$ cat config.mk
export PLATFORM = sky130hd
export DESIGN_NAME = ex_mem_stage
export DESIGN_NICKNAME = d
export VERILOG_FILES = /design/src/rtl/ex_pkg.sv /design/src/rtl/ex_iter_mul.sv /design/src/rtl/ex_mem_stage.sv
export SDC_FILE = /design/constraint.sdc
export NUM_CORES = 1
export LEC_CHECK = 0
export CAP_MARGIN = 10
export CORE_MARGIN = 2
export CORE_UTILIZATION = 37
export CTS_CLUSTER_DIAMETER = 50
export DETAILED_ROUTE_END_ITERATION = 10
export GPL_TIMING_DRIVEN = 1
export HOLD_SLACK_MARGIN = 0.1
export PLACE_DENSITY = 0.7
export SETUP_SLACK_MARGIN = 0.1
export SYNTH_ARGS = -nofsm -noshare
export SYNTH_HDL_FRONTEND = slang
export SYNTH_SLANG_ARGS = --single-unit
$ cat constraint.sdc
create_clock -name clk -period 0.8 [get_ports clk]
set_clock_uncertainty 0.15 [all_clocks]
set_input_delay 0.12 -clock clk [delete_from_list [all_inputs] [get_ports clk]]
set_output_delay 0.12 -clock clk [all_outputs]
set_load 0.02 [all_outputs]
$ cat src/rtl/ex_pkg.sv
// rtl/ex_pkg.sv - shared codes for the execute stage: ALU ops, forward selects, multiplier FSM states
package ex_pkg;

    typedef enum logic [2:0] {
        ALU_ADD  = 3'b000,
        ALU_SUB  = 3'b001,
        ALU_AND  = 3'b010,
        ALU_OR   = 3'b011,
        ALU_SLT  = 3'b100,
        ALU_NOR  = 3'b101,
        ALU_MUL  = 3'b110,
        ALU_ZERO = 3'b111
    } aluOp_e;

    typedef enum logic [1:0] {
        FWD_REG  = 2'b00,
        FWD_WB   = 2'b01,
        FWD_MEM  = 2'b10,
        FWD_REG2 = 2'b11
    } fwdSel_e;

    typedef enum logic [1:0] {
        MUL_IDLE = 2'b00,
        MUL_BUSY = 2'b01,
        MUL_DONE = 2'b10
    } mulState_e;

    localparam int EX_REGDST   = 4;
    localparam int EX_ALUSRC   = 3;
    localparam int EX_ALUOP_HI = 2;

endpackage

$ cat src/rtl/ex_iter_mul.sv
// rtl/ex_iter_mul.sv - shift-add multiplier, one partial product per cycle, XLEN busy cycles
// Only instantiated when EX_MUL_EN is defined.
module ex_iter_mul
    import ex_pkg::*;
#(
    parameter int XLEN = 32
) (
    input  logic            clk,
    input  logic            rst,
    input  logic            start,
    input  logic [XLEN-1:0] opA,
    input  logic [XLEN-1:0] opB,
    output logic            busy,
    output logic            done,
    output logic [XLEN-1:0] product
);

    localparam int CNT_W = $clog2(XLEN);
    localparam logic [CNT_W-1:0] LAST_STEP = CNT_W'(XLEN - 1);

    mulState_e       state;
    logic [CNT_W-1:0] cnt;
    logic [XLEN-1:0] mcand;
    logic [XLEN-1:0] mplier;

    // Only the low XLEN bits are kept, so the shifted multiplicand never needs to widen.
    always_ff @(posedge clk or negedge rst) begin
        if (!rst) begin
            state   <= MUL_IDLE;
            cnt     <= '0;
            mcand   <= '0;
            mplier  <= '0;
            product <= '0;
            busy    <= 1'b0;
            done    <= 1'b0;
        end else begin
            case (state)
                MUL_IDLE: begin
                    if (start) begin
                        mcand   <= opA;
                        mplier  <= opB;
                        product <= '0;
                        cnt     <= '0;
                        busy    <= 1'b1;
                        state   <= MUL_BUSY;
                    end
                end
                MUL_BUSY: begin
                    if (mplier[0]) begin
                        product <= product + mcand;
                    end
                    mcand  <= mcand << 1;
                    mplier <= mplier >> 1;
                    cnt    <= cnt + 1'b1;
                    if (cnt == LAST_STEP) begin
                        busy  <= 1'b0;
                        done  <= 1'b1;
                        state <= MUL_DONE;
                    end
                end
                MUL_DONE: begin
                    done  <= 1'b0;
                    state <= MUL_IDLE;
                end
                default: state <= MUL_IDLE;
            endcase
        end
    end

endmodule

$ cat src/rtl/ex_mem_stage.sv
// rtl/ex_mem_stage.sv - execute stage with forwarding and ALU, plus the EX/MEM pipeline register
// Define EX_MUL_EN to add the iterative multiplier and the upstream Stall it drives.
module ex_mem_stage
    import ex_pkg::*;
#(
    parameter int XLEN  = 32,
    parameter int REG_W = 5
) (
    input  logic             clk,
    input  logic             rst,
    input  logic [1:0]       WBIn,
    input  logic [1:0]       MIn,
    input  logic [4:0]       EXIn,
    input  logic [XLEN-1:0]  ReadData1In,
    input  logic [XLEN-1:0]  ReadData2In,
    input  logic [XLEN-1:0]  LdAddrIn,
    input  logic [REG_W-1:0] RtIn,
    input  logic [REG_W-1:0] RdIn,
    input  logic [1:0]       ForwardA,
    input  logic [1:0]       ForwardB,
    input  logic [XLEN-1:0]  MemAluResult,
    input  logic [XLEN-1:0]  WbWriteData,
    output logic [1:0]       WBOut,
    output logic [1:0]       MOut,
    output logic [XLEN-1:0]  AluResultOut,
    output logic [XLEN-1:0]  WriteDataOut,
    output logic [REG_W-1:0] DestRegOut,
    output logic             Stall
);

    aluOp_e          aluOp;
    logic [XLEN-1:0] opA;
    logic [XLEN-1:0] opBf;
    logic [XLEN-1:0] opB;
    logic [XLEN-1:0] aluResult;
    logic [XLEN-1:0] exResult;
    logic            bubble;

    assign aluOp = aluOp_e'(EXIn[EX_ALUOP_HI:0]);

    always_comb begin
        opA = ReadData1In;
        case (fwdSel_e'(ForwardA))
            FWD_WB:  opA = WbWriteData;
            FWD_MEM: opA = MemAluResult;
            default: opA = ReadData1In;
        endcase
        opBf = ReadData2In;
        case (fwdSel_e'(ForwardB))
            FWD_WB:  opBf = WbWriteData;
            FWD_MEM: opBf = MemAluResult;
            default: opBf = ReadData2In;
        endcase
    end

    assign opB = EXIn[EX_ALUSRC] ? LdAddrIn : opBf;

    always_comb begin
        aluResult = '0;
        case (aluOp)
            ALU_ADD: aluResult = opA + opB;
            ALU_SUB: aluResult = opA - opB;
            ALU_AND: aluResult = opA & opB;
            ALU_OR:  aluResult = opA | opB;
            ALU_SLT: aluResult[0] = $signed(opA) < $signed(opB);
            ALU_NOR: aluResult = ~(opA | opB);
            default: aluResult = '0;
        endcase
    end

`ifdef EX_MUL_EN
    logic            mulBusy;
    logic            mulDone;
    logic            mulStart;
    logic [XLEN-1:0] mulProduct;

    // A mul seen while the multiplier is neither busy nor finishing is a fresh issue.
    assign mulStart = (aluOp == ALU_MUL) && !mulBusy && !mulDone;

    ex_iter_mul #(.XLEN(XLEN)) uMul (
        .clk     (clk),
        .rst     (rst),
        .start   (mulStart),
        .opA     (opA),
        .opB     (opB),
        .busy    (mulBusy),
        .done    (mulDone),
        .product (mulProduct)
    );

    // Gated by rst so Stall reads 0 while the stage is held in reset.
    assign Stall    = rst & (mulStart | mulBusy);
    assign bubble   = Stall;
    assign exResult = mulDone ? mulProduct : aluResult;
`else
    assign Stall    = 1'b0;
    assign bubble   = 1'b0;
    assign exResult = aluResult;
`endif

    always_ff @(posedge clk or negedge rst) begin
        if (!rst) begin
            WBOut        <= '0;
            MOut         <= '0;
            AluResultOut <= '0;
            WriteDataOut <= '0;
            DestRegOut   <= '0;
        end else if (bubble) begin
            WBOut <= '0;
            MOut  <= '0;
        end else begin
            WBOut        <= WBIn;
            MOut         <= MIn;
            AluResultOut <= exResult;
            WriteDataOut <= opBf;
            DestRegOut   <= EXIn[EX_REGDST] ? RdIn : RtIn;
        end
    end

endmodule
==> results.yml <==
run_status:
  status: "complete, but fails checks"
  violations: "hold timing, setup timing"
cts:
  htree_levels: 3
  cts.path.max_buffers: 2
  cts_tree: "yes"
  root_buffer: "clkbuf_16"
  postCtsHoldBufs: 1
  clock_sinks: 73
  cts_buffers: 9
  clk_transition_reported_paths_ns: 0.07
grt:
  antenna_found_initial: 0
  grt_pass1_vias: 11900
  grt_pass1_wl_mm: 64.3
  grt_max_degree: 41
  track_usage_pct: 34.0
  grt_remaining_overflow: 0
routing:
  wl_per_cell_microns: 20.9
  vias: 12000
  drc: 0
  ant_nets: 0
  drtIter0Drc: 1140
  drt_wl_total_mm: 44.6
  first_pass_iters: 6
  routed_via_density: 5.59
finish:
  fillers: 1459
  drive_above_1_share_pct: 48.6
  num_antenna_cells: 0
  nNetsFinal: 2136
  syn_to_final_growth_pct: 107
  stdcell_count: 2138
timing:
  worst_slack_ns: -2.91
  fin_crit_ns: 3.71
  fmax_mhz: 270
  hold_viol: 4
  holdWs_ns: -0.131
  finalSetupViolations: 137
  period_share_pct: 463
  maxSlewHeadroom_pct: 57.0
  worstMarginPinSlew_ns: 0.638
  slew_violations: 0
  rsz0062_at_grt: "true"
floorplan:
  start_util_pct: 37.5
  num_rows: 55
  core-area_sq_um: 22500
  io_pins: 259
  die_height_microns: 155
  die_x_microns: 155
  dieArea_sq_um: 24000
setup_path:
  critPathTopFamily: "compound AO/OA/AOI/OAI gates"
  critPathMostFrequentCell: "buf_6"
  path_cells: "buf_6 > buf_6 > ha_4 > buf_8 > nor2_4 > a21oi_4 > o21ai_4 > buf_6 > ha_4 > fa_2 > o21bai_4 > a211oi_4 > o21a_2 > o21bai_4 > a311oi_4 > o41ai_4 > a31o_1 > nor2b_4 > buf_6 > o41ai_4"
  worst_setup_path_start_kind: "input port"
  worstPathArrival_ns: 3.77
  path_max_fanout: 8
  cp-end-kind: "register"
  critical-path-max-stage-delay_ns: 0.43
  crit_buf_inv: 5
  crit_type: "input port to register"
  worstPathRequired_ns: 0.86
  slowest_stage: "o41ai_4"
logic_synthesis:
  syn_avg_cell_area_sq_um: 7.28
  synth_top_area_share_pct: 21.7
  seq_area_frac_synth_pct: 21.7
  netlist_area_sq_um: 8430
  synth_edf_count: 0
  async_reset_ff_share_pct: 100
  synthTopCellsByArea: "dfrtp_1 22%, ha_1 15%, a22oi_1 7.1%"
  ys_ff_latch: 73
  yosysUniqueCellTypes: 73
  ys.flop_type: "dfrtp_1"
  postSynthNetCount: 1447
  ys_warn_count: 0
  synth_cells: 1159
  yosysTopAreaCell: "dfrtp_1"
place:
  gp_congestion: 0.968
  dp_hpwl_mm: 30.8
  pre_cts_slack_ns: -3.91
  dp.cells: 2012
  io_buffer_count: 257
pwr:
  vdd_drop_max_mv: 1.19
  leakagePower_nw: 8.12
  p_per_area_nw_per_um2: 1630
flow_run:
  maxCapViolCount: 0
hold_path:
  hp-class: "input port to register"
## cells by family after synthesis
logic type / synth area share (%)
compound gates: 32.9
buf+inv: 9.78
fa+ha+maj: 15.5
other cells: 0.0445
xor+xnor: 3.22
simple gates: 15.4
mux: 1.53
flops: 21.7
## cell usage in the layout, fill, tap and decap left out, types with 23 or more instances in the layout
cell | synthesis | layout
a21oi_1 | 119 | 64
a21oi_2 | 0 | 48
a22oi_1 | 80 | 44
a22oi_2 | 1 | 37
buf_4 | 1 | 411
buf_6 | 1 | 140
clkdlybuf4s50_1 | 0 | 170
dfrtp_1 | 73 | 73
ha_1 | 101 | 71
ha_4 | 0 | 23
inv_1 | 130 | 104
inv_2 | 1 | 24
nand2_1 | 113 | 108
nor2_1 | 110 | 83
o21ai_0 | 110 | 34
o21ai_1 | 9 | 43
o21ai_2 | 0 | 37
xnor2_1 | 27 | 26
## Yosys cell counts, types with 5 or more instances
cell and count:
a21oi_1 119, clkbuf_1 51, nand4_1 5, o21a_1 7
nand2b_1 9, nor2_1 110, nand3b_1 5, a31oi_1 8
o21ai_1 9, nor2b_1 9, o21ai_0 110, nand2_1 113
a21o_1 12, buf_2 13, mux2_2 5, xnor2_1 27
a211oi_1 9, nor4_1 5, o41ai_1 5, ha_1 101
inv_1 130, a22oi_1 80, nand3_1 8, mux2i_1 5
buf_1 13, nor3_1 16, dfrtp_1 73, o31ai_1 6
o21bai_1 14, o211ai_1 9
## registers in the layout, summed over array words and instances, names as in the netlist
register      cells
WriteDataOut     32
WBOut             2
AluResultOut     32
DestRegOut        5
MOut              2
## cell type report
cell class	count	area (sq um)	area share, %
Multi-Input combinational cell	874	7370	42.3
Timing Repair Buffer	758	7010	40.2
Sequential cell	73	1830	10.5
Inverter	132	508	2.91
Tap cell	285	357	2.05
Clock buffer	10	239	1.37
Clock inverter	6	115	0.660
## routing by layer
metal	GRT usage, %	vias up	share of wire [%]
li1	-	5415	-
met1	45.7	5655	41
met2	56.1	758	47
met3	4.48	128	8.6
met4	11.8	0	3.5
met5	0	-	0
## repair_timing
| action | CTS | global route |
|---|---|---|
| resized for setup | 367 | 372 |
| gates cloned | 3 | 2 |
| buffers inserted | 103 | 47 |
| pin swaps | 104 | 97 |
| endpoints found under the setup margin | 142 | 214 |
| hold endpoints to repair | 77 | 8 |
## through the flow
| step | hold WS, ns | setup TNS [ns] | area, sq um | total power (W) | util (%) |
|---|---|---|---|---|---|
| after floorplan | -0.326 | -81.65 | 8860 | 0.0113 | - |
| after global placement | -0.0328 | -167.05 | 14300 | 0.0184 | 63.5 |
| after global routing | -0.129 | -126.99 | 17400 | 0.0296 | 77.4 |
| final | -0.131 | -121.61 | 17400 | 0.0284 | 77.4 |
| after CTS | 0.0395 | -128.61 | 16400 | 0.0260 | 72.7 |
| after detailed placement | -0.0232 | -169.53 | 14300 | 0.0186 | 63.5 |
## power by group
part           internal, W  leakage (nW)  switching [W]
clock              0.00315         0.169        0.00196
combinational      0.00970          7.04        0.00907
sequential         0.00418         0.913       0.000311
total               0.0170          8.12         0.0113
## path summary, 6_finish.rpt
kind | startpoint | endpoint | slack, ns | depth (start not counted)
min in group asynchronous | rst | WriteDataOut[8]$_DFF_PN0_ | 0.19 | 3
worst min-delay path | RtIn[0] | DestRegOut[0]$_DFF_PN0_ | -0.13 | 2
max in group asynchronous | rst | WriteDataOut[25]$_DFF_PN0_ | 0.14 | 3
worst max-delay path | ForwardB[1] | AluResultOut[0]$_DFF_PN0_ | -2.91 | 20
Power figures use the tool's default switching activity.
==> variant 1 (same flow settings) <==
Make the reset (`rst`) synchronous in one clocked block.
--- a/src/rtl/ex_mem_stage.sv
+++ b/src/rtl/ex_mem_stage.sv
@@ -98,7 +98,7 @@
     assign exResult = aluResult;
 `endif
 
-    always_ff @(posedge clk or negedge rst) begin
+    always_ff @(posedge clk) begin
         if (!rst) begin
             WBOut        <= '0;
             MOut         <= '0;
Function: differs if rst is asserted again (counterexample within 4 cycles, from zero or initial values and one cycle with rst low); with rst held inactive, the same outputs for 4 cycles.
==> variant 1 against the original RTL <==
- the flow still finishes with violations (negative hold slack, negative setup slack)
- wire length shrank 0.55%
- cell area shrank 0.80%
- die area rose by 1.4%
- area after synthesis up 1.4%
- power is 5.9% lower
- utilization decreased by 1.1 points
- first-iteration DRC count is 18% higher
- setup slack improved by 0.010 ns
- critical path type unchanged
- hold slack improved by 0.079 ns
- sequential cell count unchanged
==> variant 1: results (changes against the original RTL) <==
Worst hold path
  • Cell count of the worst hold path: 3 (was 2)
  • HP Class: in2reg (unchanged)

Clock network
  • Worst-path clk slew: 0.07 ns (about the same)
  • H-tree depth: 3 (unchanged)
  • CTS max path bufs: 2 (unchanged)
  • CTS buffer count: 9 (unchanged)
  • Clock Root Buffer: clkbuf_16 (unchanged)

Place
  • Place WS: -3.894 ns (was -3.910 ns)
  • Port Buffers: 257 (unchanged)
  • Placer's final routability congestion estimate: 1.006 (was 0.9682)
  • DP HPWL: 31,440 um (was 30,820 um)
  • Placed inst area: 0.01418 mm2 (was 0.01428 mm2)

Cells and area
  • Layout cells sized above 1: 49.39% (was 48.57%)
  • Largest regs: AluResultOut: 32 flops, WriteDataOut: 32 flops, DestRegOut: 5 flops (unchanged)
  • Antenna diodes: 0 (unchanged)
  • Nets: 2,167 (was 2,136)

Routing
  • Number of DRC markers in iteration 0: 1,343 (was 1,140)
  • Drt first pass iters: 9 (was 6)
  • DR vias/cell: 5.715 (was 5.592)
  • Detailed Route WL: 44,400 um (was 44,640 um)

Global routing
  • Antenna violations before repair: 0 (unchanged)
  • First-pass GRT wire length: 64,140 um (was 64,250 um)
  • Vias in the first global route: 12.07k (was 11.93k)
  • Total track usage: 33.34% (was 33.98%)
  • Largest net degree at the start of global routing: 37 (was 41)

Synthesis
  • Synth warn: 0 (unchanged)
  • Ranking of synthesized cells by area: dfxtp_1, ha_1, a21oi_1 (was dfrtp_1, ha_1, a22oi_1)
  • Synth cell count leaders: a21oi_1, nor2_1, nand2_1 (was inv_1, a21oi_1, nand2_1)
  • Top_reg_cell synth: dfxtp_1 (was dfrtp_1)
  • Synth async-reset ratio: 0% (was 100.0%)
  • Yosys cell types: 78 (was 73)
  • Sequential share of the synthesized area: 17.09% (was 21.66%)
  • Syn_nets: 1,511 (was 1,447)

Worst setup path
  • Slowest-stage cell, CP: or4_4 (was o41ai_4)
  • Crit-path leading delay family: compound AO/OA/AOI/OAI gates (unchanged)
  • Worst endpoint data arrival time: 3.77 ns (about the same)
  • Crit path largest cell delay: 0.54 ns (was 0.43 ns)
  • Worst-path fanout max: 2 (was 8)

Outcome
  • Failing checks: negative hold slack, negative setup slack (unchanged)
  • Outcome: finished, violations left (unchanged)

STA
  • PnR worst setup slack: -2.895 ns (was -2.905 ns)
  • Worst slew pin tran: 0.7369 ns (was 0.6377 ns)
  • Final hold vios: 2 (was 4)
  • Hold Slack: -0.05135 ns (was -0.1305 ns)
  • Setup TNS: -114.13 ns (was -121.61 ns)
  • Final setup violation count: 137 (unchanged)

Power and ir drop
  • Leak: 0.007575 uW (was 0.008119 uW)
  • VDD IR max: 1.031 mV (was 1.185 mV)
==> variant 1: cell type report <==
type	instances	area, um2
multi-input combinational	959	7984
inverter	97	374.1
tap	285	356.6
fill	1527	5353
clock buffer	12	256.5
sequential	73	1554
timing repair buffer	739	6723
clock inverter	3	40.04
==> variant 1: layer usage <==
layer / vias up / part of all wire [%] / track usage, %
met2: 742 / 45 / 53.10
met5: - / 0 / 0
met3: 136 / 9.6 / 7.194
li1: 5675 / - / -
met4: 0 / 3.4 / 12.19
met1: 5837 / 42 / 44.27
==> variant 1: through the flow <==
| step | instances | util, % |
|---|---|---|
| global route | 2168 | 76.36 |
| finish | 2168 | 76.36 |
| CTS | 2139 | 72.49 |
| detailed placement | 2059 | 62.65 |
| global placement | 2059 | 62.65 |
| floorplan | 1223 | - |
==> variant 1: tightest hold or removal path, stage by stage <==
cell	delay (ns)
clkbuf_2	0.12
mux2i_2	0.08
nor2b_1	0.10
==> variant 1: power by group <==
group          switching [uW]  internal (uW)
combinational            8890           9230
sequential                157           4010
clock                    1840           2570
==> variant 1: cells by family (layout without fill, tap and decap cells) <==
family          after synthesis  count (layout)  share of synthesized area (%)
compound gates              472             472                          36.49
simple gates                354             354                          19.33
buf+inv                     191             851                          8.706
fa+ha+maj                   103             103                          15.25
flops                        73              73                          17.09
xor+xnor                     22              22                          2.253
mux                           7               7                         0.8341
other cells                   1               1                        0.04386
==> variant 1: worst paths after layout <==
| path | startpoint | end |
|---|---|---|
| setup / recovery | MemAluResult[3] | AluResultOut[21] |
| hold / removal | EXIn[4] | DestRegOut[4] |
==> variant 1: timing repair <==
action,in CTS,in global routing
pin swaps,127,88
cloned,2,2
endpoints found under the setup margin,146,141
gates resized for setup,747,154
endpoints found under the hold margin,1,5
setup buffers,79,36
==> variant 2 (same settings) <==
Without the edit above. The parameter `XLEN` goes from 32 to 28.
--- a/src/rtl/ex_mem_stage.sv
+++ b/src/rtl/ex_mem_stage.sv
@@ -3,7 +3,7 @@
 module ex_mem_stage
     import ex_pkg::*;
 #(
-    parameter int XLEN  = 32,
+    parameter int XLEN  = 28,
     parameter int REG_W = 5
 ) (
     input  logic             clk,
Ports: changed (7 resized); port bits go from 259 to 231. No check against the original RTL was run, so the function may have changed too.
==> variant 2 against the original RTL <==
- the flow still finishes with violations (negative hold slack, negative setup slack)
- area after synthesis decreased by 9.7%
- power fell by 13%
- setup slack improved by 0.23 ns
- wire length down 9.7%
- cell area down 13%
- count of clock-buffer cells in the layout unchanged
- first-iteration DRC count decreased by 24%
- sequential cell count fell by 8
- largest power group unchanged
==> variant 2: results (changes against the original RTL) <==
Global routing
  • First-pass GRT wire length: 57,050 um (was 64,250 um)
  • Vias in the first global route: 10.65k (was 11.93k)
  • Grt met3 use: 7.654% (was 4.485%)
  • Grt met1 use: 44.24% (was 45.74%)
  • Total track usage: 33.75% (was 33.98%)
  • Antenna violations before repair: 2 (was 0)

Synthesis
  • Ranking of synthesized cells by area: dfrtp_1, ha_1, a21oi_1 (was dfrtp_1, ha_1, a22oi_1)
  • Synth cell count leaders: inv_1, a21oi_1, nor2_1 (was inv_1, a21oi_1, nand2_1)
  • Yosys cell types: 82 (was 73)
  • Sequential share of the synthesized area: 21.36% (was 21.66%)
  • Syn_nets: 1,306 (was 1,447)

Routing
  • Detailed Route WL: 40,310 um (was 44,640 um)
  • Number of DRC markers in iteration 0: 869 (was 1,140)
  • DR vias/cell: 5.629 (was 5.592)

STA
  • Final setup violation count: 183 (was 137)
  • Final hold vios: 2 (was 4)
  • Hold Slack: -0.1315 ns (was -0.1305 ns)
  • PnR worst setup slack: -2.679 ns (was -2.905 ns)

Cells and area
  • Nets: 1,872 (was 2,136)
  • Filler cell count: 1,363 (was 1,459)
  • Layout cells sized above 1: 45.87% (was 48.57%)

Worst setup path
  • Worst-path fanout max: 5 (was 8)
  • Slowest-stage cell, CP: fa_2 (was o41ai_4)
  • Crit path largest cell delay: 0.41 ns (was 0.43 ns)

Power and ir drop
  • Internal: 14,460 uW (was 17,030 uW)
  • VDD IR max: 0.9952 mV (was 1.185 mV)

Place
  • DP HPWL: 27,250 um (was 30,820 um)
  • Placer's final routability congestion estimate: 0.9683 (was 0.9682)
  • Port Buffers: 229 (was 257)

Outcome
  • Outcome: finished, violations left (unchanged)
  • Failing checks: negative hold slack, negative setup slack (unchanged)

Clock network
  • H-tree depth: 3 (unchanged)
variant 2: logic make-up (layout without fill, tap and decap cells):
| family | count (synthesis) | in the layout | synth area share [%] |
|---|---|---|---|
| XOR/XNOR | 23 | 23 | 2.645 |
| AO/OA/AOI/OAI | 401 | 401 | 33.95 |
| multiplexers | 11 | 11 | 1.709 |
| buffers and inverters | 188 | 759 | 9.612 |
| flip-flops | 65 | 65 | 21.36 |
| AND/OR/NAND/NOR | 272 | 272 | 15.69 |
| adder cells (fa/ha/maj) | 90 | 90 | 14.99 |
| other | 1 | 3 | 0.04925 |
variant 2: stage by stage:
step / utilization (%) / setup TNS, ns / setup WS, ns / instances / total power, uW
4_1_cts: 71.04 / -102.66 / -2.733 / 1863 / 22600
3_3_place_gp: 60.90 / -144.05 / -3.550 / 1774 / 15910
3_5_place_dp: 60.90 / -145.12 / -3.553 / 1774 / 15990
5_1_grt: 75.35 / -115.54 / -2.780 / 1894 / 25620
2_1_floorplan: - / -72.31 / -2.666 / 1051 / 9916
6_report: 75.35 / -108.08 / -2.679 / 1894 / 24540
variant 2: worst max path at each step:
| stage | from | endpoint | slack [ns] |
|---|---|---|---|
| 2_1_floorplan | ForwardB[0] | AluResultOut[24] | -2.67 |
| 6_report | ForwardA[1] | AluResultOut[24] | -2.68 |
| 4_1_cts | ForwardA[1] | AluResultOut[24] | -2.73 |
| 3_3_place_gp | ForwardB[0] | AluResultOut[14] | -3.55 |
| 3_5_place_dp | ForwardB[0] | AluResultOut[25] | -3.55 |
| 5_1_grt | ForwardA[1] | AluResultOut[24] | -2.78 |
variant 2: repair_timing:
| item | in CTS | in global routing |
|---|---|---|
| buffers inserted | 70 | 40 |
| hold buffers | 1 | 1 |
| endpoints found under the hold margin | 74 | 72 |
| pin swaps | 125 | 95 |
| gates resized for setup | 596 | 158 |
| endpoints found under the setup margin | 126 | 188 |
| cloned | 2 | 0 |
variant 2: final cells by class:
type	count	area share, %
Multi-Input combinational cell	798	43.67
Inverter	116	2.971
Timing Repair Buffer	627	38.40
Clock inverter	6	0.4760
Sequential cell	65	10.67
Antenna cell	2	0.03283
Clock buffer	10	1.567
Tap cell	270	2.216
variant 2: power by group through the flow:
| stage | Combinational [uW] | Sequential, uW | Clock (uW) |
|---|---|---|---|
| 6_report | 16200 | 3980 | 4370 |
| 5_1_grt | 17100 | 4010 | 4530 |
| 4_1_cts | 14300 | 3970 | 4360 |
| 3_5_place_dp | 12100 | 3930 | 0 |
| 3_3_place_gp | 12000 | 3920 | 0 |
| 2_1_floorplan | 5430 | 4490 | 0 |
variant 2: metal layers:
metal / wire, um / share of wire [%]
met1: 16320 / 40
met2: 18410 / 46
met3: 3717 / 9.2
met4: 1851 / 4.6
met5: 0 / 0
